$ cat config.mk
export PLATFORM = sky130hd
export DESIGN_NAME = serial_cmp_ctrl
export DESIGN_NICKNAME = d
export VERILOG_FILES = /design/src/rtl/serial_cmp_pkg.sv /design/src/rtl/bit_serial_cmp.sv /design/src/rtl/serial_cmp_ctrl.sv
export SDC_FILE = /design/constraint.sdc
export NUM_CORES = 1
export LEC_CHECK = 0
export BUFFER_PORTS_ARGS = -buffer_cell sky130_fd_sc_hd__buf_2
export CAP_MARGIN = 20
export CELL_PAD_IN_SITES_DETAIL_PLACEMENT = 0
export CELL_PAD_IN_SITES_GLOBAL_PLACEMENT = 2
export CORE_MARGIN = 5
export CORE_UTILIZATION = 36
export CTS_CLUSTER_SIZE = 25
export DETAILED_ROUTE_END_ITERATION = 7
export PLACE_DENSITY_LB_ADDON = 0.12
export SLEW_MARGIN = 20
export SYNTH_ARGS = -nofsm -noshare
export SYNTH_HDL_FRONTEND = slang
export SYNTH_HIERARCHICAL = 1
export SYNTH_SLANG_ARGS = --single-unit
$ cat constraint.sdc
create_clock -name clk -period 4.61 [get_ports clk]
set_input_delay 0 -clock clk [delete_from_list [all_inputs] [get_ports clk]]
set_output_delay 0 -clock clk [all_outputs]
set_load 0.01 [all_outputs]
$ cat src/rtl/serial_cmp_pkg.sv
// serial_cmp_pkg: shared types and constants for the bit-serial compare
// sequencer.
//   state_e        : sequencer FSM states (2-bit encoding)
//   RES_GT/EQ/LT   : one-hot {gt, eq, lt} result encodings
package serial_cmp_pkg;

    typedef enum logic [1:0] {
        IDLE  = 2'd0,
        CLEAR = 2'd1,
        SHIFT = 2'd2,
        DONE  = 2'd3
    } state_e;

    localparam logic [2:0] RES_GT = 3'b100;
    localparam logic [2:0] RES_EQ = 3'b010;
    localparam logic [2:0] RES_LT = 3'b001;

endpackage

$ cat src/rtl/bit_serial_cmp.sv
// bit_serial_cmp: sticky MSB-first magnitude compare, one bit pair per clock.
//   clk    in  : rising-edge clock
//   reset  in  : synchronous, active-high; clears to G=0, E=1, L=0
//   a_bit  in  : current bit of operand A
//   b_bit  in  : current bit of operand B
//   G/E/L  out : A greater / equal so far / A less
module bit_serial_cmp (
    input  logic clk,
    input  logic reset,
    input  logic a_bit,
    input  logic b_bit,
    output logic G,
    output logic E,
    output logic L
);

    logic g_q, e_q, l_q;

    // Only the first differing bit can set G or L; once E drops the result
    // is frozen regardless of later bits.
    always_ff @(posedge clk) begin
        if (reset) begin
            g_q <= 1'b0;
            e_q <= 1'b1;
            l_q <= 1'b0;
        end else begin
            g_q <= g_q | (e_q & a_bit & ~b_bit);
            l_q <= l_q | (e_q & ~a_bit & b_bit);
            e_q <= e_q & (a_bit == b_bit);
        end
    end

    assign G = g_q;
    assign E = e_q;
    assign L = l_q;

endmodule

$ cat src/rtl/serial_cmp_ctrl.sv
// serial_cmp_ctrl: sequencer feeding two parallel operands MSB-first into a
// bit-serial comparator and reporting the result with a one-cycle done pulse.
//   clk       in  : rising-edge clock
//   reset     in  : synchronous, active-high; aborts any compare
//   start     in  : request, sampled only in IDLE
//   a_in/b_in in  : operands, captured when start is accepted
//   busy      out : high in CLEAR, SHIFT and DONE
//   done      out : one-cycle pulse, result valid
//   gt/eq/lt  out : one-hot result, held until the next done
//   diff_idx  out : index of the most-significant differing bit (0 if equal)
module serial_cmp_ctrl
    import serial_cmp_pkg::*;
#(
    parameter int WIDTH      = 8,
    parameter bit EARLY_EXIT = 1'b1,
    parameter int IDXW       = $clog2(WIDTH)
) (
    input  logic             clk,
    input  logic             reset,
    input  logic             start,
    input  logic [WIDTH-1:0] a_in,
    input  logic [WIDTH-1:0] b_in,
    output logic             busy,
    output logic             done,
    output logic             gt,
    output logic             eq,
    output logic             lt,
    output logic [IDXW-1:0]  diff_idx
);

    state_e            state_q, state_d;
    logic [WIDTH-1:0]  a_sh_q, a_sh_d, b_sh_q, b_sh_d;
    logic [IDXW-1:0]   cnt_q, cnt_d;
    logic [IDXW-1:0]   idx_q, idx_d;
    logic [2:0]        res_q, res_d;
    logic [IDXW-1:0]   hidx_q, hidx_d;

    logic core_rst, core_g, core_e, core_l;

    // Core is kept cleared while reset is held and for the CLEAR cycle.
    assign core_rst = reset | (state_q == CLEAR);

    bit_serial_cmp u_core (
        .clk   (clk),
        .reset (core_rst),
        .a_bit (a_sh_q[WIDTH-1]),
        .b_bit (b_sh_q[WIDTH-1]),
        .G     (core_g),
        .E     (core_e),
        .L     (core_l)
    );

    always_ff @(posedge clk) begin
        if (reset) begin
            state_q <= IDLE;
            a_sh_q  <= '0;
            b_sh_q  <= '0;
            cnt_q   <= '0;
            idx_q   <= '0;
            res_q   <= '0;
            hidx_q  <= '0;
        end else begin
            state_q <= state_d;
            a_sh_q  <= a_sh_d;
            b_sh_q  <= b_sh_d;
            cnt_q   <= cnt_d;
            idx_q   <= idx_d;
            res_q   <= res_d;
            hidx_q  <= hidx_d;
        end
    end

    always_comb begin
        state_d = state_q;
        a_sh_d  = a_sh_q;
        b_sh_d  = b_sh_q;
        cnt_d   = cnt_q;
        idx_d   = idx_q;
        res_d   = res_q;
        hidx_d  = hidx_q;
        case (state_q)
            IDLE: begin
                if (start) begin
                    a_sh_d  = a_in;
                    b_sh_d  = b_in;
                    cnt_d   = IDXW'(WIDTH - 1);
                    idx_d   = '0;
                    state_d = CLEAR;
                end
            end
            CLEAR: state_d = SHIFT;
            SHIFT: begin
                a_sh_d = a_sh_q << 1;
                b_sh_d = b_sh_q << 1;
                cnt_d  = cnt_q - IDXW'(1);
                // cnt equals the bit index of the pair being presented now.
                if (core_e && (a_sh_q[WIDTH-1] != b_sh_q[WIDTH-1]))
                    idx_d = cnt_q;
                if ((cnt_q == '0) || (EARLY_EXIT && (core_g || core_l)))
                    state_d = DONE;
            end
            DONE: begin
                res_d   = {core_g, core_e, core_l};
                hidx_d  = idx_q;
                state_d = IDLE;
            end
            default: state_d = IDLE;
        endcase
    end

    assign busy         = (state_q != IDLE);
    assign done         = (state_q == DONE);
    assign {gt, eq, lt} = done ? {core_g, core_e, core_l} : res_q;
    assign diff_idx     = done ? idx_q : hidx_q;

endmodule

==> results.py <==
metrics = {
    "run_status": {
        "status": "completed",
    },
    "pwr": {
        "switching_share": 0.3553,
        "irDropWorstVdd_mv": 0.2518,
        "power_frac_clock": 0.202,
        "power.leakage_nw": 0.7123,
        "seq_power_share": 0.408,
        "finalPower_mw": 1.058,
        "pwr-share-comb": 0.389,
        "power.density_mw_per_mm2": 600.7,
        "p_int_uw": 682.2,
        "p_sw_uw": 376.0,
    },
    "drt": {
        "wire_per_inst_um": 12.73,
        "drt_wl_total_um": 2865,
        "viasPerCell": 4.920,
        "postRouteAntennaNets": 0,
        "first_pass_iters": 2,
        "drc_errors": 0,
        "vias": 1107,
        "drt-initial-drc-count": 12,
    },
    "timing": {
        "hold-worst-slack_ns": 0.05674,
        "rsz0062_at_grt": "no",
        "clock.fmax_ghz": 0.4943,
        "setup-tns-final_ns": 0,
        "post-route-period-util": 0.4389,
        "period_needed_ns": 2.023,
        "skew_ns": 0.006543,
        "drv_slew": 0,
        "setup_viol": 0,
        "slew_headroom": 0.6030,
        "finalHoldViolCount": 0,
        "worst_pin_slew_ns": 0.5955,
    },
    "synthesis": {
        "async_reset_ff_frac": 0,
        "synth_seq_cells": 33,
        "ys.flop_type": "dfxtp_1",
        "synth_top_family_by_area": "multiplexers",
        "yosysMostFrequentCell": "dfxtp_1",
        "synthAdderAreaFrac": 0.05863,
        "synthSimpleGateAreaFrac": 0.1340,
        "synth_area_mm2": 0.001494,
        "synth_nets": 174,
        "ys_seq_area_frac": 0.4422,
        "synth.distinct_cells": 26,
        "netlist_top_cells_area": "dfxtp_1 44%, mux2i_1 10%, a211oi_1 8.0%",
        "synth_top_cell_by_area": "dfxtp_1",
        "synth_edf_count": 0,
        "synthCells": 148,
        "muxShareOfSynthArea": 0.1533,
        "synth_common_cells": "33 x dfxtp_1, 18 x nor2_1, 16 x a211oi_1, 15 x mux2i_1, 8 x inv_1",
        "avgSynthCellArea_um2": 10.09,
        "yosys.area_share.xor_xnor": 0.01173,
        "yosysTopAreaCellShare": 0.4422,
        "synth_warnings": 6,
        "synth_compound_area_frac": 0.1491,
    },
    "layout": {
        "syn2layout_area_growth_pct": 17.92,
        "antenna_cells": 0,
        "drive_gt1_frac": 0.2400,
        "finalNonFillerCells": 225,
        "nets": 201,
        "fin_util": 0.4404,
    },
    "worst_setup_path": {
        "worst_setup_path_end_kind": "flop",
        "r2r-end": "a_sh_q[2]",
        "rr_worst_depth": 6,
        "rrSetupSlack_ns": 2.59,
        "critPathKind": "reg -> reg",
        "arrival_ns": 2.21,
        "critical_path_required_ns": 4.80,
        "startpoint": "state_q[0]",
        "timing.critical_path.from_type": "flop",
        "worstReg2RegStart": "state_q[0]",
        "crit_path_max_fanout": 29,
    },
    "place": {
        "gp_congestion": 0.7426,
        "placedCellCount": 215,
        "numPortBuffers": 26,
        "dp.final_hpwl_um": 2001,
    },
    "clock_tree": {
        "cts_root_buf": "clkbuf_8",
        "cts-buffers-inserted": 5,
        "postCtsSetupBuffers": 0,
        "cts_tree": "yes",
        "insertion_delay_ns": 0.28,
        "cts-htree-levels": 2,
        "path_clk_slew_ns": 0.06,
        "clk_path_buf_depth": 2,
        "cts_hold_buffers": 2,
        "ctsResizeCount": 0,
        "clock-sinks": 33,
    },
    "global_route": {
        "grt.total_usage": 0.1179,
        "antenna_found_initial": 0,
        "grt_pass1_vias": 1080,
        "grt_max_degree": 35,
        "grt-ovfl-total": 0,
        "grt_pass1_wl_um": 4968,
    },
    "hold_path": {
        "whs_path_depth": 3,
        "min_from": "b_in[6]",
        "hold_end": "b_sh_q[6]",
        "hold_class": "in -> reg",
    },
    "die": {
        "die_h_um": 74.42,
        "fp.dieArea_mm2": 0.005538,
        "io_pins": 27,
        "core-area_mm2": 0.004000,
        "die_x_um": 74.42,
        "initial_utilization": 0.3735,
        "row_count": 23,
    },
    "run": {
        "drv_cap": 0,
    },
}
-- worst max-delay path, cell delays in order (launching register included) --
cell and delay [ns]:
dfxtp_1 0.34, inv_1 0.11, ha_1 0.44, buf_8 0.23
mux2_2 0.50, nor2_1 0.07, a211oi_1 0.23
-- cells by family (layout without fill, tap and decap cells) --
family	count (synthesis)	in the layout
xor+xnor	2	2
mux	22	22
flops	33	33
simple gates	37	37
compound gates	30	30
buf+inv	17	44
fa+ha+maj	7	7
-- through the flow --
step / cell area, um^2 / worst slack (ns)
2_1_floorplan: 1494 / 3.029
3_3_place_gp: 1640 / 2.258
3_5_place_dp: 1640 / 2.137
4_1_cts: 1747 / 2.121
5_1_grt: 1762 / 2.308
6_report: 1762 / 2.587
-- worst max-delay path by stage --
stage / to / slack, ns / cells after the start
after detailed placement: a_sh_q[2] / 2.14 / 5
after global routing: a_sh_q[2] / 2.31 / 6
after CTS: a_sh_q[2] / 2.12 / 5
after floorplan: state_q[1] / 3.03 / 6
final: a_sh_q[2] / 2.59 / 6
after global placement: b_sh_q[1] / 2.26 / 5
-- cell usage in the layout, fill, tap and decap left out --
master | netlist | layout
mux2_2 | 7 | 7
a221oi_1 | 2 | 2
dlygate4sd3_1 | 0 | 2
buf_8 | 0 | 1
a211oi_1 | 16 | 16
buf_2 | 4 | 26
a22oi_1 | 2 | 2
ha_1 | 7 | 7
and3b_1 | 1 | 1
and2_1 | 1 | 1
nand4b_1 | 1 | 1
nor2_1 | 18 | 18
o32ai_1 | 3 | 3
xnor2_1 | 2 | 2
nand2b_1 | 4 | 4
a21o_1 | 2 | 2
a21oi_1 | 4 | 4
inv_1 | 8 | 8
or2_2 | 1 | 1
a311oi_1 | 1 | 1
dfxtp_1 | 33 | 33
nand3_1 | 1 | 1
clkbuf_1 | 4 | 1
nand3b_1 | 2 | 2
or4b_4 | 1 | 1
clkbuf_8 | 0 | 6
mux2i_1 | 15 | 15
nor2b_1 | 7 | 7
-- power by group through the flow --
stage	Combinational, mW	Sequential, mW	Clock, mW
5_1_grt	0.472	0.445	0.236
3_5_place_dp	0.410	0.439	0
2_1_floorplan	0.349	0.422	0
3_3_place_gp	0.402	0.435	0
4_1_cts	0.415	0.433	0.223
6_report	0.412	0.432	0.214
-- layout make-up --
class | count | area [um^2]
Fill cell | 407 | 2238
Multi-Input combinational cell | 98 | 757.0
Sequential cell | 33 | 660.6
Timing Repair Buffer | 29 | 165.2
Clock buffer | 7 | 86.33
Tap cell | 50 | 62.56
Inverter | 8 | 30.03
-- per-layer routing --
layer / track usage / vias to the layer above / part of all wire
met5: 0 / - / 0
met4: 0.04150 / 0 / 0.016
met3: 0.05405 / 7 / 0.059
met2: 0.1824 / 21 / 0.43
met1: 0.1446 / 495 / 0.49
li1: - / 584 / -
-- sequential cells by signal (all words and copies together) (netlist names) --
name	count
b_sh_q	8
u_core/L	1
cnt_q	3
res_q	3
state_q	2
u_core/G	1
idx_q	3
hidx_q	3
u_core/E	1
a_sh_q	8
No activity file was read; power rests on OpenSTA's default activity.
